===== config.mk =====
export PLATFORM = sky130hd
export DESIGN_NAME = traffic_queue_sensor
export DESIGN_NICKNAME = d
export VERILOG_FILES = /design/src/rtl/traffic_queue_sensor.sv
export SDC_FILE = /design/constraint.sdc
export NUM_CORES = 1
export LEC_CHECK = 0
export CORE_ASPECT_RATIO = 1.75
export CORE_MARGIN = 2
export CORE_UTILIZATION = 57
export DETAILED_ROUTE_END_ITERATION = 8
export GPL_TIMING_DRIVEN = 0
export HOLD_SLACK_MARGIN = 0.05
export PLACE_DENSITY = 0.82
export SLEW_MARGIN = 20
export SYNTH_ARGS = -nofsm -noshare
export SYNTH_HDL_FRONTEND = slang
export SYNTH_SLANG_ARGS = --single-unit

===== constraint.sdc =====
create_clock -name clock -period 4.75 [get_ports clock]
set_clock_uncertainty 0.2 [all_clocks]
set_input_delay 1.425 -clock clock [delete_from_list [all_inputs] [get_ports clock]]
set_output_delay 1.425 -clock clock [all_outputs]
set_load 0.005 [all_outputs]

===== src/rtl/traffic_queue_sensor.sv =====
// rtl/traffic_queue_sensor.sv - per-street vehicle queue sensor feeding a traffic light controller
//
// Purpose: counts queued vehicles on streets A and B, discharges one vehicle
// every DEPART_CYCLES cycles of GREEN, and reports traffic presence plus sticky
// error flags for lost arrivals, conflicting lights and illegal light codes.
//
// Ports (traffic_queue_sensor):
//   clock      in   rising-edge clock
//   reset_n    in   asynchronous active-low reset
//   car_a/b    in   one-cycle pulse per arriving vehicle
//   LA/LB      in   [1:0] light colour (GREEN=0, YELLOW=1, RED=2, 3 illegal)
//   TA/TB      out  traffic present (queue non-empty)
//   count_a/b  out  [CNT_W-1:0] queue length
//   ovf_a/b    out  sticky: arrival dropped at full queue
//   conflict   out  sticky: both lights non-RED in the same cycle
//   bad_color  out  sticky: a light carried code 3
//
// Ports (traffic_queue_engine, one per street):
//   clock, reset_n     as above
//   i_car              arrival pulse
//   i_light            [1:0] light colour for this street
//   o_count            [CNT_W-1:0] queue length
//   o_ovf              sticky arrival-lost flag

module traffic_queue_engine #(
  parameter int CNT_W         = 4,
  parameter int DEPART_CYCLES = 3
) (
  input  logic             clock,
  input  logic             reset_n,
  input  logic             i_car,
  input  logic [1:0]       i_light,
  output logic [CNT_W-1:0] o_count,
  output logic             o_ovf
);

  typedef enum logic [1:0] {ST_IDLE, ST_WAIT, ST_FLOW} state_t;

  localparam logic [1:0]       GREEN     = 2'd0;
  localparam logic [7:0]       LAST_TICK = 8'(DEPART_CYCLES - 1);
  localparam logic [CNT_W-1:0] CNT_MAX   = '1;

  logic [CNT_W-1:0] r_count;
  logic [7:0]       r_timer;
  logic             r_ovf;

  state_t           w_state;
  logic             w_depart;
  logic             w_ovf_set;
  logic [CNT_W-1:0] w_count_nxt;
  logic [7:0]       w_timer_nxt;

  // State is a pure function of the registered count and the live light, so a
  // GREEN seen on an edge already counts as a discharge cycle on that edge.
  always_comb begin
    w_state = ST_IDLE;
    if (r_count != '0) begin
      w_state = (i_light == GREEN) ? ST_FLOW : ST_WAIT;
    end
  end

  always_comb begin
    w_depart    = 1'b0;
    w_ovf_set   = 1'b0;
    w_timer_nxt = '0;
    w_count_nxt = r_count;
    // Timer only runs in FLOW; leaving GREEN mid-interval discards progress.
    if (w_state == ST_FLOW) begin
      if (r_timer == LAST_TICK) begin
        w_depart = 1'b1;
      end else begin
        w_timer_nxt = r_timer + 8'd1;
      end
    end
    // Coincident arrival and departure cancel, even at a full queue.
    if (i_car && !w_depart) begin
      if (r_count == CNT_MAX) begin
        w_ovf_set = 1'b1;
      end else begin
        w_count_nxt = r_count + CNT_W'(1);
      end
    end else if (!i_car && w_depart) begin
      w_count_nxt = r_count - CNT_W'(1);
    end
  end

  always_ff @(posedge clock or negedge reset_n) begin
    if (!reset_n) begin
      r_count <= '0;
      r_timer <= '0;
      r_ovf   <= 1'b0;
    end else begin
      r_count <= w_count_nxt;
      r_timer <= w_timer_nxt;
      r_ovf   <= r_ovf | w_ovf_set;
    end
  end

  assign o_count = r_count;
  assign o_ovf   = r_ovf;

endmodule

module traffic_queue_sensor #(
  parameter int CNT_W         = 4,
  parameter int DEPART_CYCLES = 3
) (
  input  logic             clock,
  input  logic             reset_n,
  input  logic             car_a,
  input  logic             car_b,
  input  logic [1:0]       LA,
  input  logic [1:0]       LB,
  output logic             TA,
  output logic             TB,
  output logic [CNT_W-1:0] count_a,
  output logic [CNT_W-1:0] count_b,
  output logic             ovf_a,
  output logic             ovf_b,
  output logic             conflict,
  output logic             bad_color
);

  localparam logic [1:0] RED     = 2'd2;
  localparam logic [1:0] ILLEGAL = 2'd3;

  logic r_conflict;
  logic r_bad_color;
  logic w_conflict_now;
  logic w_bad_now;

  traffic_queue_engine #(
    .CNT_W        (CNT_W),
    .DEPART_CYCLES(DEPART_CYCLES)
  ) u_engine_a (
    .clock  (clock),
    .reset_n(reset_n),
    .i_car  (car_a),
    .i_light(LA),
    .o_count(count_a),
    .o_ovf  (ovf_a)
  );

  traffic_queue_engine #(
    .CNT_W        (CNT_W),
    .DEPART_CYCLES(DEPART_CYCLES)
  ) u_engine_b (
    .clock  (clock),
    .reset_n(reset_n),
    .i_car  (car_b),
    .i_light(LB),
    .o_count(count_b),
    .o_ovf  (ovf_b)
  );

  // Code 3 is not RED, so an illegal light also counts toward a conflict.
  assign w_conflict_now = (LA != RED) && (LB != RED);
  assign w_bad_now      = (LA == ILLEGAL) || (LB == ILLEGAL);

  always_ff @(posedge clock or negedge reset_n) begin
    if (!reset_n) begin
      r_conflict  <= 1'b0;
      r_bad_color <= 1'b0;
    end else begin
      r_conflict  <= r_conflict | w_conflict_now;
      r_bad_color <= r_bad_color | w_bad_now;
    end
  end

  assign TA        = (count_a != '0);
  assign TB        = (count_b != '0);
  assign conflict  = r_conflict;
  assign bad_color = r_bad_color;

endmodule

==> results.py, run 1 <==
metrics = {
    "run_status": {
        "status": "complete, no violations",
    },
    "min_path": {
        "hold_path_class": "reg -> reg",
    },
    "detailed_routing": {
        "routed_via_density": 5.82,
        "wl_um": 2790,
        "wl_per_cell_um": 15.2,
        "drt_first_iter_violations": 27,
        "first_pass_iters": 6,
        "vias": 1070,
        "ant_nets": 0,
        "post-route-drc-count": 0,
    },
    "worst_setup_path": {
        "cp_top_family": "simple AND/OR/NAND/NOR gates",
        "cp_cell_sequence": "clkdlybuf4s50_1, nor2_1, nand4_4, nand2_1, ha_1, and3_2, or3_1, mux2i_1, xor2_1",
        "crit_type": "in -> reg",
        "critical_path_arrival_ns": 3.69,
        "path_max_fanout": 4,
        "end_kind": "flip-flop",
        "crit_required_ns": 4.75,
        "crit_slowest_cell": "clkdlybuf4s50_1",
        "worstSetupStartpointType": "primary input",
        "critPathBufInv": 1,
        "max_stage_delay_ns": 0.45,
    },
    "floorplan": {
        "die_area_um2": 3100,
        "fp.dieH_um": 72.2,
        "dieWidth_um": 43.0,
        "ios": 22,
        "fp-row-count": 24,
        "core_area_um2": 2520,
        "initial_core_util_pct": 60.1,
    },
    "global_routing": {
        "grt_pass1_wl_um": 4990,
        "grt_overflow": 0,
        "grt_pass1_vias": 1162,
        "grt_start_max_net_pins": 29,
        "antenna_found_initial": 0,
        "grt_use_total_pct": 20.2,
    },
    "logic_synthesis": {
        "yosys_register_bits": 28,
        "synthArstFlopShare_pct": 100,
        "ys.flop_type": "dfrtp_1",
        "synth_edf_count": 0,
        "yosysTopAreaCellShare_pct": 46.2,
        "synthTopCellsByCount": "dfrtp_1, nor2_1, xor2_1",
        "syn_area_um2": 1520,
        "synthesis.nets": 151,
        "post_synth.cell_area_avg_um2": 11.4,
        "synth_area_leader_cell": "dfrtp_1",
        "synth_warnings": 0,
        "yosysMostFrequentCell": "dfrtp_1",
        "syn_inst": 133,
        "ys_types": 36,
        "synthTopCellsByArea": "dfrtp_1, xor2_1, ha_1",
        "ys_seq_area_share_pct": 46.2,
    },
    "clock_tree": {
        "post_cts_buffers": 0,
        "cts_buffer_depth": 2,
        "cts_tree": "built",
        "cts-buffers-inserted": 3,
        "cts-root-buf": "clkbuf_8",
        "cts_hold_buf": 0,
        "cts_sinks": 28,
        "post_cts_resized": 0,
        "clock_latency_ns": 0.26,
        "clk_pin_slew_ns": 0.09,
        "htree_num_levels": 1,
    },
    "sta": {
        "slew-limit-headroom_pct": 58.1,
        "max_slew.worst_pin.slew_ns": 0.628,
        "setup_viol": 0,
        "setup_tns_ns": 0,
        "max_freq_ghz": 0.270,
        "period_share_pct": 77.8,
        "layout_min_cycle_time_ns": 3.70,
        "rsz0062_at_grt": "no",
        "finalMaxSlewViolations": 0,
        "worst_slack_ns": 1.05,
        "finalHoldViolCount": 0,
    },
    "final_layout": {
        "layout-drive-gt1-share_pct": 10.8,
        "post-route-util_pct": 71.7,
        "stdcell_count": 184,
        "antenna_cells": 0,
        "fin_area_um2": 1810,
        "nNetsFinal": 177,
        "syn_to_final_growth_pct": 19.3,
    },
    "placement": {
        "dp_cells": 180,
        "place_area_um2": 1750,
        "dp_slack_ns": 0.756,
        "dp_hpwl_um": 2180,
        "io_buffers": 21,
        "gp_congestion": 0.767,
    },
    "power_and_ir_drop": {
        "ir_drop_v": 0.000279,
        "p_leak_uw": 0.000813,
        "powerDensity_nw_per_um2": 437,
    },
    "job": {
        "max_cap_viol_count": 0,
    },
}
## cells by family (layout without fill, tap and decap cells)
family	count (synthesis)	in the layout	synth area share (%)
and+or+nand+nor	56	56	22.7
DFF	28	28	46.2
xor gates and xnor gates	18	18	10.4
adders and majority gates	10	10	9.25
AOI/OAI and AO/OA	8	8	3.96
muxes	8	8	6.19
buffers and inverters	5	30	1.24
## placed cells by master, fill, tap and decap left out, types with 4 or more instances in the layout
master | synthesis | final
and3_1 | 5 | 5
clkbuf_8 | 0 | 4
clkdlybuf4s50_1 | 0 | 20
dfrtp_1 | 28 | 28
ha_1 | 8 | 8
inv_1 | 5 | 5
nand2_1 | 7 | 7
nand3_1 | 9 | 9
nor2_1 | 18 | 18
xnor2_1 | 5 | 5
xor2_1 | 13 | 13
## final cells by class
type | instances | area [µm²]
multi-input combinational | 100 | 796
clock buffer | 4 | 55.1
tap | 26 | 32.5
inverter | 5 | 18.8
sequential | 28 | 701
timing repair buffer | 21 | 205
fill | 180 | 714
## metal layers
| layer | GRT usage (%) | up-vias | routed length (µm) |
|---|---|---|---|
| met1 | 22.5 | 532 | 1040 |
| met3 | 1.24 | 4 | 72 |
| met5 | 0 | - | 0 |
| li1 | - | 513 | - |
| met2 | 38.9 | 21 | 1630 |
| met4 | 7.41 | 0 | 36 |
## registers in the layout, indices dropped and copies added, names as in the netlist
| signal | flops |
|---|---|
| u_engine_a.o_ovf | 1 |
| u_engine_a.r_timer | 8 |
| u_engine_b.o_ovf | 1 |
| bad_color | 1 |
| u_engine_b.o_count | 4 |
| conflict | 1 |
| u_engine_b.r_timer | 8 |
| u_engine_a.o_count | 4 |
## metrics by stage
step / total power, µW / hold WS, ns
finish: 789 / 0.278
global route: 846 / 0.292
CTS: 799 / 0.282
detailed placement: 652 / 0.259
global placement: 635 / 0.250
floorplan: 501 / 0.259
## where the power goes
part | total (µW) | switching, µW | internal [µW]
logic | 293 | 113 | 180
registers | 355 | 68.5 | 286
clock network | 142 | 67.7 | 74.0
total | 789 | 249 | 540
## worst paths after layout
path                                                        start                           endpoint  slack (ns)  cells past startpoint
worst max-delay path                                        LA[1]  u_engine_a.o_count[3]$_DFFE_PN0P_        1.05                      9
worst min-delay path                   u_engine_b.o_ovf$_DFF_PN0_         u_engine_b.o_ovf$_DFF_PN0_        0.28                      1
worst max register to register  u_engine_a.o_count[0]$_DFFE_PN0P_  u_engine_a.o_count[3]$_DFFE_PN0P_        1.91                      8
worst min register to register         u_engine_b.o_ovf$_DFF_PN0_         u_engine_b.o_ovf$_DFF_PN0_        0.28                      1
max in group asynchronous                                 reset_n    u_engine_b.r_timer[6]$_DFF_PN0_        2.98                      1
min in group asynchronous                                 reset_n    u_engine_a.r_timer[7]$_DFF_PN0_        0.97                      1
## worst register-to-register path, cell delays in order (launching register included)
cell and delay [ns]:
dfrtp_1 0.48, or4_4 0.60, nand4_4 0.11, nand2_1 0.14, ha_1 0.38, and3_2 0.20, or3_1 0.35, mux2i_1 0.16
xor2_1 0.15
No activity file was read; power rests on OpenSTA's default activity.
==> inputs of run 2 (changes only) <==
--- a/config.mk
+++ b/config.mk
@@ -7,11 +7,11 @@
 export LEC_CHECK = 0
 export CORE_ASPECT_RATIO = 1.75
 export CORE_MARGIN = 2
-export CORE_UTILIZATION = 57
+export CORE_UTILIZATION = 48
 export DETAILED_ROUTE_END_ITERATION = 8
 export GPL_TIMING_DRIVEN = 0
 export HOLD_SLACK_MARGIN = 0.05
-export PLACE_DENSITY = 0.82
+export PLACE_DENSITY = 0.74
 export SLEW_MARGIN = 20
 export SYNTH_ARGS = -nofsm -noshare
 export SYNTH_HDL_FRONTEND = slang
==> constraint.sdc (replaced) <==
create_clock -name clock -period 3 [get_ports clock]
set_clock_uncertainty 0.2 [all_clocks]
set_input_delay 0.9 -clock clock [delete_from_list [all_inputs] [get_ports clock]]
set_output_delay 0.9 -clock clock [all_outputs]
set_load 0.005 [all_outputs]
==> run 2 against run 1 <==
  * Critical path depth is 7 lower
  * Sequential cell count stayed put
  * Hold slack hardly changed
  * Cell count is 9.2% higher
  * Power is 59% higher
  * Final area is 2.4% higher
  * Sequential power is 58% higher
  * Highest routed layer unchanged
==> results.py, run 2 (synthesis results as in run 1) <==
metrics = {
    "worst_setup_path": {
        "ff2ff_setup_slack_ns": 0.27,
        "r2r_end": "u_engine_a.o_count[3]$_DFFE_PN0P_",
        "critPathBufInv": 1,
        "critical_path_arrival_ns": 1.79,
        "worstSetupStartpointType": "flip-flop",
        "path_depth": 2,
        "crit_slowest_cell": "or4_4",
        "crit_required_ns": 1.90,
        "end_kind": "primary output",
        "cp_cell_sequence": "or4_4, clkdlybuf4s50_1",
        "r2r-start": "u_engine_a.o_count[0]$_DFFE_PN0P_",
        "max_stage_delay_ns": 0.59,
        "path_max_fanout": 6,
        "cp_top_family": "simple AND/OR/NAND/NOR gates",
        "crit_type": "reg -> out",
        "reg2reg_depth": 8,
    },
    "final_layout": {
        "layout-drive-gt1-share_pct": 12.7,
        "top_regs": "u_engine_a.r_timer (8), u_engine_b.r_timer (8)",
        "stdcell_count": 201,
        "post-route-util_pct": 60.2,
        "final_common_cell": "dfrtp_1",
        "final_cell_mix": "dfrtp_1, clkdlybuf4s50_1, nor2_1",
        "syn_to_final_growth_pct": 22.2,
        "antenna_cells": 0,
        "nNetsFinal": 177,
    },
    "sta": {
        "slew-limit-headroom_pct": 58.8,
        "rsz0062_at_grt": "no",
        "max_slew.worst_pin.slew_ns": 0.618,
        "max_freq_ghz": 0.346,
        "finalHoldViolCount": 0,
        "layout_min_cycle_time_ns": 2.89,
        "setup_viol": 0,
        "worst_slack_ns": 0.109,
        "period_share_pct": 96.4,
        "finalMaxSlewViolations": 0,
        "holdWs_ns": 0.278,
    },
    "global_routing": {
        "grt_overflow": 0,
        "grt_pass1_wl_um": 4710,
        "grt_use_total_pct": 17.2,
        "grt_pass1_vias": 1103,
        "antenna_found_initial": 0,
        "grt_start_max_net_pins": 29,
    },
    "placement": {
        "dp_hpwl_um": 2200,
        "dp_cells": 197,
        "io_buffers": 21,
        "dp_slack_ns": -0.449,
        "gp_congestion": 0.714,
    },
    "power_and_ir_drop": {
        "ir_drop_v": 0.000408,
        "p_leak_uw": 0.000833,
        "powerDensity_nw_per_um2": 679,
    },
    "min_path": {
        "min_to": "conflict$_DFF_PN0_",
        "min-delay-start": "conflict$_DFF_PN0_",
        "whs_path_depth": 1,
        "hold_path_class": "reg -> reg",
    },
    "clock_tree": {
        "clock_latency_ns": 0.26,
        "clk_pin_slew_ns": 0.09,
        "cts_tree": "built",
        "cts_hold_buf": 0,
        "cts_buffer_depth": 2,
        "post_cts_buffers": 0,
        "cts_sinks": 28,
        "cts-buffers-inserted": 3,
        "cts-root-buf": "clkbuf_8",
        "htree_num_levels": 1,
    },
    "detailed_routing": {
        "wl_met2_um": 1580,
        "topRoutingLayerUsed": "met4",
        "wl_met1_um": 1130,
        "wl_um": 2800,
        "ant_nets": 0,
        "first_pass_iters": 4,
        "met3_length_um": 82,
        "routed_via_density": 5.22,
        "drt_first_iter_violations": 14,
        "vias": 1050,
        "wl_per_cell_um": 13.9,
        "post-route-drc-count": 0,
    },
    "run_status": {
        "status": "complete, no violations",
    },
    "floorplan": {
        "die_area_um2": 3640,
        "fp.dieH_um": 78.3,
        "dieWidth_um": 46.5,
        "core_area_um2": 3070,
        "initial_core_util_pct": 49.3,
        "fp-row-count": 27,
        "ios": 22,
    },
    "job": {
        "max_cap_viol_count": 0,
    },
}
-- run 2: changes by cell type in the layout (fill, tap and decap cells not counted) --
cell             change
nor2_4               +1
dlymetal6s2s_1       +2
clkdlybuf4s50_1      -2
nand2_2              +1
nand2_1              -2
nor2_1               -1
nand2_4              +1
-- run 2: worst max path at each step --
stage | startpoint | endpoint
final | u_engine_a.o_count[0]$_DFFE_PN0P_ | TA
after global routing | LB[1] | u_engine_b.o_count[3]$_DFFE_PN0P_
after CTS | LA[1] | u_engine_a.o_count[3]$_DFFE_PN0P_
after detailed placement | LA[1] | u_engine_a.o_count[3]$_DFFE_PN0P_
after global placement | LA[1] | u_engine_a.o_count[3]$_DFFE_PN0P_
after floorplan | LA[1] | u_engine_a.o_count[3]$_DFFE_PN0P_
-- run 2: metal layers --
metal,global-route usage [%],up-vias
met3,2.53,2
met2,31.9,17
met4,4.00,0
li1,-,518
met5,0,-
met1,19.1,513
-- run 2: layout make-up --
cell class	count	area [µm²]
clock buffer	4	55.1
fill	267	1220
inverter	5	18.8
multi-input combinational	100	813
sequential	28	701
tap	43	53.8
timing repair buffer	21	210
-- run 2: timing repair --
item | in CTS | in global routing
pin swaps | 0 | 1
setup endpoints to repair | 1 | 2
gates resized for setup | 4 | 3
-- run 2: stage by stage --
stage                     instance area (µm²)  TNS [ns]  power (µW)
after floorplan                          1520         0         794
after global placement                   1780    -0.550        1010
after detailed placement                 1770    -0.835        1040
after CTS                                1840         0        1280
after global routing                     1850         0        1350
final                                    1850         0        1260
-- run 2: power breakdown --
| part | switching, µW | internal, µW |
|---|---|---|
| Clock | 108 | 117 |
| Combinational | 183 | 287 |
| Sequential | 109 | 453 |
| Total | 400 | 857 |
==> inputs of run 3 (changes only) <==
--- a/config.mk
+++ b/config.mk
@@ -12,7 +12,7 @@
 export GPL_TIMING_DRIVEN = 0
 export HOLD_SLACK_MARGIN = 0.05
 export PLACE_DENSITY = 0.74
-export SLEW_MARGIN = 20
+export SKIP_LAST_GASP = 1
 export SYNTH_ARGS = -nofsm -noshare
 export SYNTH_HDL_FRONTEND = slang
 export SYNTH_SLANG_ARGS = --single-unit
==> run 3 against run 2 <==
  * Power increased by 0.16%
  * Count of clock-buffer cells in the layout unchanged
  * Non-clock buffer count unchanged
  * Final area unchanged
  * Sequential power about the same
  * Largest power group unchanged
  * Wire length increased by 1.2%
  * Largest cell class unchanged
  * Critical path type unchanged
  * First-iteration DRC count decreased by 21%
  * Sequential cell count unchanged
  * Critical endpoint unchanged
  * Via count decreased by 0.29%
==> results.py, run 3 (synthesis results as in run 1) <==
metrics = {
    "run_status": {
        "status": "complete, no violations",
    },
    "worst_setup_path": {
        "crit_slowest_cell": "or4_4",
        "path_depth": 2,
        "end_kind": "primary output",
        "crit_type": "reg -> out",
        "max_stage_delay_ns": 0.59,
        "reg2reg_depth": 8,
        "critPathBufInv": 1,
        "path_max_fanout": 6,
        "crit_required_ns": 1.90,
        "cp_cell_sequence": "or4_4, clkdlybuf4s50_1",
        "cp_top_family": "simple AND/OR/NAND/NOR gates",
        "critical_path_arrival_ns": 1.79,
        "worstSetupStartpointType": "flip-flop",
    },
    "floorplan": {
        "core_area_um2": 3070,
        "dieWidth_um": 46.5,
        "die_area_um2": 3640,
        "fp.dieH_um": 78.3,
        "initial_core_util_pct": 49.3,
        "ios": 22,
        "fp-row-count": 27,
    },
    "min_path": {
        "whs_path_depth": 1,
        "hold_path_class": "reg -> reg",
    },
    "sta": {
        "setup_viol": 0,
        "finalHoldViolCount": 0,
        "period_share_pct": 96.4,
        "max_freq_ghz": 0.346,
        "max_slew.worst_pin.slew_ns": 0.615,
        "finalMaxSlewViolations": 0,
        "layout_min_cycle_time_ns": 2.89,
        "holdWs_ns": 0.278,
        "rsz0062_at_grt": "no",
        "slew-limit-headroom_pct": 59.0,
    },
    "detailed_routing": {
        "ant_nets": 0,
        "wl_per_cell_um": 14.1,
        "vias": 1047,
        "routed_via_density": 5.21,
        "wl_um": 2830,
        "drt_first_iter_violations": 11,
        "first_pass_iters": 4,
        "post-route-drc-count": 0,
    },
    "clock_tree": {
        "clk_pin_slew_ns": 0.09,
        "cts_hold_buf": 0,
        "clock_latency_ns": 0.27,
        "cts-root-buf": "clkbuf_8",
        "cts_sinks": 28,
        "htree_num_levels": 1,
        "cts-buffers-inserted": 3,
        "cts_buffer_depth": 2,
        "cts_tree": "built",
    },
    "final_layout": {
        "antenna_cells": 0,
        "multiInputGateArea_um2": 813,
        "post-route-util_pct": 60.2,
        "fillers": 260,
        "fin_area_um2": 1850,
        "layout-drive-gt1-share_pct": 12.7,
        "final_common_cell": "dfrtp_1",
        "nNetsFinal": 177,
        "layout.area.seq_um2": 701,
        "top_regs": "u_engine_a.r_timer (8), u_engine_b.r_timer (8)",
        "final_cell_mix": "dfrtp_1, clkdlybuf4s50_1, nor2_1",
        "syn_to_final_growth_pct": 22.2,
    },
    "global_routing": {
        "grtUsageMet2_pct": 31.0,
        "grt_overflow": 0,
        "grt_pass1_vias": 1062,
        "gr-usage-met1_pct": 21.2,
        "grt_start_max_net_pins": 29,
        "grt_pass1_wl_um": 4770,
        "gr-usage-met3_pct": 2.30,
        "antenna_found_initial": 0,
        "grt_use_total_pct": 17.6,
        "busiest_layer": "met2",
    },
    "placement": {
        "dp_hpwl_um": 2180,
        "place_area_um2": 1780,
        "io_buffers": 21,
        "gp_congestion": 0.714,
    },
    "power_and_ir_drop": {
        "powerDensity_nw_per_um2": 680,
        "p_total_uw": 1260,
        "ir_drop_v": 0.000298,
        "p_leak_uw": 0.000833,
    },
    "job": {
        "max_cap_viol_count": 0,
    },
}
## run 3: cell type report
type                            count  area share (%)
Sequential cell                    28            37.8
Inverter                            5            1.01
Timing Repair Buffer               21            11.4
Clock buffer                        4            2.97
Multi-Input combinational cell    100            43.9
Tap cell                           43            2.91
## run 3: layer usage
| metal | up-vias | routed length [µm] |
|---|---|---|
| li1 | 522 | - |
| met1 | 504 | 1140 |
| met2 | 17 | 1600 |
| met3 | 4 | 68 |
| met4 | 0 | 26 |
| met5 | - | 0 |
## run 3: path summary, 6_finish.rpt
| path | slack [ns] | from | to |
|---|---|---|---|
| max in group asynchronous | 1.77 | reset_n | conflict$_DFF_PN0_ |
| worst max-delay path | 0.11 | u_engine_a.o_count[0]$_DFFE_PN0P_ | TA |
| worst min register to register | 0.28 | conflict$_DFF_PN0_ | conflict$_DFF_PN0_ |
| worst min-delay path | 0.28 | conflict$_DFF_PN0_ | conflict$_DFF_PN0_ |
| min in group asynchronous | 0.43 | reset_n | u_engine_a.o_count[3]$_DFFE_PN0P_ |
| worst max register to register | 0.28 | u_engine_a.o_count[0]$_DFFE_PN0P_ | u_engine_a.o_count[3]$_DFFE_PN0P_ |
## run 3: report_power, final
group          switching [µW]  internal (µW)  leakage [µW]  total (µW)
sequential                109            453      0.000353         562
clock                     112            117     0.0000288         229
combinational             182            286      0.000451         468
total                     403            857      0.000833        1260
## run 3: stage by stage
step | setup TNS (ns) | setup WS [ns] | instances
global route | 0 | 0.0282 | 201
detailed placement | -0.822 | -0.444 | 197
floorplan | 0 | 0.263 | 133
global placement | -0.550 | -0.397 | 197
finish | 0 | 0.107 | 201
CTS | 0 | 0.0140 | 201
## run 3: worst register-to-register path, delay by kind of cell, from the launching register on
| kind | cells | cell delay [ns] |
|---|---|---|
| AND/OR/NAND/NOR | 5 | 1.34 |
| flip-flops | 1 | 0.47 |
| adder cells (fa/ha/maj) | 1 | 0.34 |
| multiplexers | 1 | 0.16 |
| XOR/XNOR | 1 | 0.15 |
## run 3: what timing repair did
| item | CTS | global route |
|---|---|---|
| gates cloned | 0 | 0 |
| buffers inserted | 0 | 0 |
| endpoints found under the setup margin | 1 | 2 |
| pin swaps | 0 | 1 |
| gates resized for setup | 4 | 3 |
